<file path="config.mk">
export PLATFORM = sky130hd
export DESIGN_NAME = mult_product_accumulator
export DESIGN_NICKNAME = d
export VERILOG_FILES = /design/src/rtl/mult_product_accumulator.sv
export SDC_FILE = /design/constraint.sdc
export NUM_CORES = 1
export LEC_CHECK = 0
export BUFFER_PORTS_ARGS = -buffer_cell sky130_fd_sc_hd__buf_2
export CAP_MARGIN = 20
export CORE_MARGIN = 1.5
export CORE_UTILIZATION = 45
export CTS_CLUSTER_SIZE = 12
export DETAILED_ROUTE_END_ITERATION = 8
export PLACE_DENSITY = 0.66
export SLEW_MARGIN = 20
export SYNTH_ARGS = -nofsm -noshare
export SYNTH_HDL_FRONTEND = slang
export SYNTH_SLANG_ARGS = --single-unit
</file>
<file path="constraint.sdc">
create_clock -name clk -period 4.7 [get_ports clk]
set_clock_uncertainty 0.15 [all_clocks]
set_input_delay 0.94 -clock clk [delete_from_list [all_inputs] [get_ports clk]]
set_output_delay 0.94 -clock clk [all_outputs]
set_load 0.02 [all_outputs]
</file>
<file path="src/rtl/mult_product_accumulator.sv">
// Saturating multiply-accumulate back end: sums a run of LEN unsigned 16-bit products
// from the array multiplier and hands the dot-product result downstream over valid/ready.
module mult_product_accumulator #(
    parameter int ACC_W = 24,
    parameter int LEN_W = 4
) (
    input  logic             clk,
    input  logic             rst,
    input  logic             start,
    input  logic [LEN_W-1:0] len,
    input  logic [15:0]      product,
    input  logic             in_valid,
    output logic             in_ready,
    output logic [ACC_W-1:0] result,
    output logic             overflow,
    output logic             out_valid,
    input  logic             out_ready,
    output logic             busy
);

    typedef enum logic [1:0] {
        ST_IDLE  = 2'd0,
        ST_ACCUM = 2'd1,
        ST_DONE  = 2'd2
    } state_e;

    state_e           state_q, state_d;
    logic [ACC_W-1:0] acc_q, acc_d;
    logic [LEN_W-1:0] count_q, count_d;
    logic [LEN_W-1:0] len_q, len_d;
    logic [ACC_W-1:0] result_q, result_d;
    logic             ovf_q, ovf_d;

    // One extra bit catches the carry out so saturation needs no compare.
    logic [ACC_W:0]   sum_w;
    logic [ACC_W-1:0] sat_w;
    logic             last_w;

    assign sum_w  = {1'b0, acc_q} + {{(ACC_W + 1 - 16){1'b0}}, product};
    assign sat_w  = sum_w[ACC_W] ? {ACC_W{1'b1}} : sum_w[ACC_W-1:0];
    assign last_w = (count_q == len_q - LEN_W'(1));

    always_ff @(posedge clk or posedge rst) begin
        if (rst) begin
            state_q  <= ST_IDLE;
            acc_q    <= '0;
            count_q  <= '0;
            len_q    <= '0;
            result_q <= '0;
            ovf_q    <= 1'b0;
        end else begin
            state_q  <= state_d;
            acc_q    <= acc_d;
            count_q  <= count_d;
            len_q    <= len_d;
            result_q <= result_d;
            ovf_q    <= ovf_d;
        end
    end

    always_comb begin
        state_d  = state_q;
        acc_d    = acc_q;
        count_d  = count_q;
        len_d    = len_q;
        result_d = result_q;
        ovf_d    = ovf_q;
        unique case (state_q)
            ST_IDLE: begin
                if (start) begin
                    len_d   = len;
                    acc_d   = '0;
                    count_d = '0;
                    ovf_d   = 1'b0;
                    if (len == '0) begin
                        result_d = '0;
                        state_d  = ST_DONE;
                    end else begin
                        state_d  = ST_ACCUM;
                    end
                end
            end
            ST_ACCUM: begin
                if (in_valid) begin
                    acc_d   = sat_w;
                    count_d = count_q + LEN_W'(1);
                    if (sum_w[ACC_W]) begin
                        ovf_d = 1'b1;
                    end
                    if (last_w) begin
                        result_d = sat_w;
                        state_d  = ST_DONE;
                    end
                end
            end
            ST_DONE: begin
                if (out_ready) begin
                    state_d = ST_IDLE;
                end
            end
            default: begin
                state_d = ST_IDLE;
            end
        endcase
    end

    assign in_ready  = (state_q == ST_ACCUM);
    assign out_valid = (state_q == ST_DONE);
    assign busy      = (state_q != ST_IDLE);
    assign result    = result_q;
    assign overflow  = ovf_q;

endmodule
</file>
* Word level (Yosys, flattened, before mapping)
Cells that the tools add are included.
** Cells by class
- Muxes and demuxes :: 22
- $add $sub $neg :: 3
- Reduce and logical (&&, ||, !) cells :: 9
- Equality and inequality tests :: 9
** Operator list (number)
- $mux 24 :: 7
- $pmux 24 s2 :: 2
- $add 24x16->25 :: 1
- $mux 2 :: 5
- $mux 4 :: 2
- $pmux 4 s2 :: 1
- $reduce_and 4->1 :: 2
- $ne 2x1->1 const B :: 3
- $ne 2x2->1 const B :: 3
- $pmux 2 s3 :: 1
- $reduce_and 5->1 :: 1
- $add 4x1->4 const B :: 1
- $eq 4x4->1 :: 1
- $logic_not 4->1 :: 1
- $reduce_bool 2->1 :: 2
- $sub 4x1->4 const B :: 1
- $mux 1 :: 3
- $reduce_and 3->1 :: 1
- $eq 2x1->1 const B :: 1
- $eq 2x2->1 const B :: 1
- $logic_not 2->1 :: 1
- $pmux 1 s2 :: 1
- $reduce_and 2->1 :: 1
** Storage, ports and cells
- Bits of input ports :: 25
- Output and inout bits :: 28
- Bits in registers :: 59

* Logic depth before layout (Yosys ltp)
- Depth after elaboration :: 5
- Mapped depth :: 11

* Least setup slack after synthesis
No wires, ideal clock.
- Kind :: input to register
- From :: input port product[0]
- To :: register result_q[17] (netlist: result[17])
- Cell stages on the path :: 11
- Data arrival time :: 2961 ps
- Setup slack :: 1462 ps
- Data required time :: 4423 ps
- Path buffers :: 2
- Cell sequence :: ha_1 -> fa_1 -> a211oi_1 -> o21ai_2 -> a21boi_2 -> o41ai_4 -> and2_1 -> buf_4 -> buf_6 -> a22oi_1 -> nand3_1
** Between the ends
- Word-level cells in the longest chain between the ends :: 5
** RTL lines
- start: declaration :: line 11 : input logic [15:0] product,
- $add 24x16->25 :: line 39 : assign sum_w = {1'b0, acc_q} + {{(ACC_W + 1 - 16){1'b0}}, product};
- $mux 24 :: line 40 : assign sat_w = sum_w[ACC_W] ? {ACC_W{1'b1}} : sum_w[ACC_W-1:0];
- $mux 24 :: line 90 : if (last_w) begin
- $mux 24 :: line 84 : if (in_valid) begin
- $pmux 24 s2 :: line 68 : unique case (state_q)
- end signal: assignment :: line 56 : result_q <= result_d;
- end: declaration :: line 31 : logic [ACC_W-1:0] result_q, result_d;
Every way passes these cells. The select of a mux whose other input is x is not followed.
A chain may end at the register's enable or synchronous reset.

* Final worst setup path
- From :: input port product[5]
- To :: register acc_q[12]
** Between the ends
- Word-level cells in the longest chain between the ends :: 4
** RTL lines
- $add 24x16->25 :: line 39
- $mux 24 :: line 40
- $mux 24 :: line 84
- $pmux 24 s2 :: line 68
- end signal: assignment :: line 46 : acc_q <= '0;
- end signal: assignment :: line 53 : acc_q <= acc_d;
- end: declaration :: line 28 : logic [ACC_W-1:0] acc_q, acc_d;
Every way passes these cells. The select of a mux whose other input is x is not followed.

==> impl_summary.md <==
Timing
The number of hold violations in the final report is 0. At the pin with the least slew margin, the transition time is between 0.7 and 0.8 ns. In the finished design, the share of the clock period the worst path needs comes to approximately three quarters. The final-report setup violation count is 0.

For the final routed database, the setup TNS stands at 0 ns. The worst pin sits at a relative slew slack of 49.66%. The hold slack is 0.3260 ns. Setup repair after global routing left no endpoint under its margin. The max-slew violation total from the final report is 0.

For this run, the top clock speed supported by timing is 283.7 MHz. The smallest clock period supported by the final layout is computed as 3.524 ns.

CTS
The insertion delay of the later-clocked pin in the worst-skew pair is 0.34 ns. The buffers inserted during post-CTS setup optimization is 0. The H-tree was split into 3 levels. The clock sink count is 59. The clock transition at the registers of the reported paths is 0.07 ns. Once the clock tree was built, the resizer swapped 0 gates to a different size.

The total CTS buffers is 9. In this run the clock root is driven by a sky130_fd_sc_hd__clkbuf_8. The worst-case clock buffer depth is 2. The post-cts hold buffer count is 0. The TritonCTS clock tree is done.

Detailed routing
The via density per instance is 5.644. The detailed-route wire length is 8625 um. In this run, the number of DRC markers left after iteration 0 of detailed routing was 231. The total met2 wirelength after detailed routing is approximately 4000 um. The routed length per instance is 15.91 um.

Detailed routing inserted a total of 3059 vias. Detailed routing placed a total of between 400 and 500 um of wire on met3. The routed length on met1 is 4131 um. The post-detailed-route DRC marker count is 0. The highest metal layer with signal wires is met4.

The first TritonRoute pass finished after 5 iterations. The number of nets with antenna violations after routing is 0.

Die
The floorplan step defined a die boundary enclosing 8246 um2. From left edge to right edge, the die measures 90.81 um. The floorplan die height is 90.81 um. After floorplanning, the core was divided into 31 placement rows. The core region area is 7370 um2. between 50 and 60 I/O pins were placed. The starting density of the core is 47.08%.

Global routing
The overall overflow remaining after global route is 0. The first-pass GRT wire length is 14550 um. The overall routing resource usage is 22.21%. The pin count of the biggest net entering global routing is 31.

The initial antenna violation count was 0. The number of global-route vias before repair is approximately 2.9k.

Layout
The filler cells instantiated in the layout total 695. The most frequent standard cell in the layout excluding fill and tap cells is sky130_fd_sc_hd__nand2_1. The number of nets in the final layout is 482. The area growth from synthesis to layout is 14.46%. 0 antenna diodes ended up in the layout. Measured on the finished design, the core utilization comes to 53.89%. Cells with a size suffix above 1 make up 19.86% of the layout. In the layout the commonest cells are sky130_fd_sc_hd__nand2_1, sky130_fd_sc_hd__dfrtp_1, sky130_fd_sc_hd__buf_2.

Worst setup path
The top fanout value on the critical path is 18. STA classifies the critical path endpoint as a flop. The critical-path cell with the highest stage delay is sky130_fd_sc_hd__and2_1. The worst path arrival time is 3.63 ns. The type of the worst setup path is in2reg. Walking the worst path, the cells encountered are buf_2, ha_1, o211ai_1, o21ai_2, a21boi_2, o41ai_4, and2_1, o21ai_0, o21ai_0.

The required time of the worst setup path is 4.80 ns. The most numerous cell type found on the critical path is sky130_fd_sc_hd__o21ai_0. The worst setup path is launched from a primary input. The register-to-register setup slack is between 1 and 1.5 ns.

The maximum single-stage delay on the critical path is 0.70 ns.

Yosys
The most used flip-flop cell after synthesis is sky130_fd_sc_hd__dfrtp_1. Summing the sequential cell areas from Yosys gives 42.55% of the chip area. The average instance area after synthesis is roughly 9 um2. Synthesis handed over a netlist of 386 instances.

The count of warnings emitted by yosys is 0. The fraction of synthesis flops using an asynchronous set or reset pin is 100.0%. The summed instance area of the synthesized netlist is 3470 um2. The synthesized design contains 0 enable-type register cells.

Synthesis inferred 59 register bits. Counting every net in the synthesized netlist gives 430. The number of library cell types mapped by synthesis is 56.

Run status
The run finished with clean final reports.

Hold path
The type of the tightest min-delay check is reg2reg.

Power
The peak supply drop is 0.2856 mV. In this run the static leakage power is 1.908 nW. The total power per unit cell area is 611.7 nW/um2.

Flow run
Max-cap violations in this run came to 0.

Place
Detailed placement ended at an HPWL of 6218 um. The final weighted congestion in routability-driven placement is roughly 0.9. The number of port buffers is 52.
## kinds of logic after synthesis
kind of cell	Yosys count	share of synthesized area (%)
AO/OA/AOI/OAI	116	21.02
XOR/XNOR	22	5.554
adder cells (fa/ha/maj)	19	7.068
buffers and inverters	26	3.425
flip-flops	59	42.55
multiplexers	8	2.452
AND/OR/NAND/NOR	136	17.92
## Yosys cell counts (2+ instances only)
cell,count,area share (%)
sky130_fd_sc_hd__xnor2_1,14,3.5
sky130_fd_sc_hd__o2bb2ai_1,4,1.0
sky130_fd_sc_hd__o21ai_0,37,5.3
sky130_fd_sc_hd__o2111ai_1,3,0.76
sky130_fd_sc_hd__o31ai_1,2,0.43
sky130_fd_sc_hd__mux2i_1,4,1.2
sky130_fd_sc_hd__o21ai_1,12,1.7
sky130_fd_sc_hd__mux2_2,4,1.3
sky130_fd_sc_hd__nor4_1,2,0.36
sky130_fd_sc_hd__nand2_1,62,6.7
sky130_fd_sc_hd__or3_1,2,0.36
sky130_fd_sc_hd__nand2b_1,4,0.72
sky130_fd_sc_hd__a22oi_1,2,0.43
sky130_fd_sc_hd__and2_1,3,0.54
sky130_fd_sc_hd__dfrtp_1,59,43
sky130_fd_sc_hd__nor2_1,28,3.0
sky130_fd_sc_hd__o211ai_1,2,0.43
sky130_fd_sc_hd__inv_1,11,1.2
sky130_fd_sc_hd__ha_1,18,6.5
sky130_fd_sc_hd__nor2b_1,4,0.72
sky130_fd_sc_hd__clkbuf_1,9,0.97
sky130_fd_sc_hd__buf_6,2,0.65
sky130_fd_sc_hd__a211oi_1,3,0.65
sky130_fd_sc_hd__xor2_1,8,2.0
sky130_fd_sc_hd__a31oi_1,3,0.54
sky130_fd_sc_hd__or2_2,2,0.36
sky130_fd_sc_hd__a22o_1,7,1.8
sky130_fd_sc_hd__a21oi_1,29,4.2
sky130_fd_sc_hd__and3_1,4,0.72
sky130_fd_sc_hd__nor3_1,3,0.43
sky130_fd_sc_hd__nand4_1,3,0.54
sky130_fd_sc_hd__nand3_1,12,1.7
## registers in the layout, summed over array words and instances (netlist names)
register,flops
count_q,4
overflow,1
state_q,2
len_q,4
acc_q,24
result,24
## per-layer routing
| layer | track usage (%) | vias up |
|---|---|---|
| met5 | 0 | - |
| li1 | - | 1479 |
| met3 | 3.872 | 13 |
| met2 | 33.52 | 108 |
| met4 | 7.161 | 0 |
| met1 | 32.18 | 1459 |
## worst max-delay path, delay by kind of cell
family	cells	cell delay [ns]
AOI/OAI and AO/OA	6	1.47
and+or+nand+nor	1	0.70
adders and majority gates	1	0.41
buffers and inverters	1	0.10
## power breakdown
part	internal, mW	switching [mW]
Clock	0.188	0.201
Sequential	0.668	0.111
Combinational	0.469	0.791
## metrics by stage
step | cell area (um2) | std cells | total power [mW] | worst slack (ns)
2_1_floorplan | 3470 | 386 | 1.714 | 1.462
3_3_place_gp | 3810 | 526 | 2.014 | 0.9625
3_5_place_dp | 3810 | 526 | 2.042 | 0.8123
4_1_cts | 3971 | 542 | 2.437 | 1.185
5_1_grt | 3971 | 542 | 2.627 | 0.9596
6_report | 3971 | 542 | 2.429 | 1.176
## cell type report
type | count | area, um2 | area share [%]
Tap cell | 99 | 123.9 | 3.119
Clock buffer | 11 | 131.4 | 3.308
Inverter | 11 | 41.29 | 1.040
Clock inverter | 5 | 30.03 | 0.7561
Sequential cell | 59 | 1476 | 37.18
Timing Repair Buffer | 56 | 290.3 | 7.309
Multi-Input combinational cell | 301 | 1878 | 47.29
## final timing paths
kind                       startpoint   endpoint  cells after the start
max                        product[5]  acc_q[12]                      9
min                         result[0]  result[0]                      2
max reg2reg                  acc_q[5]  acc_q[12]                      8
min reg2reg                 result[0]  result[0]                      2
max in group asynchronous         rst  acc_q[10]                      3
min in group asynchronous         rst  result[0]                      2
(Power assumes the default switching activity.)
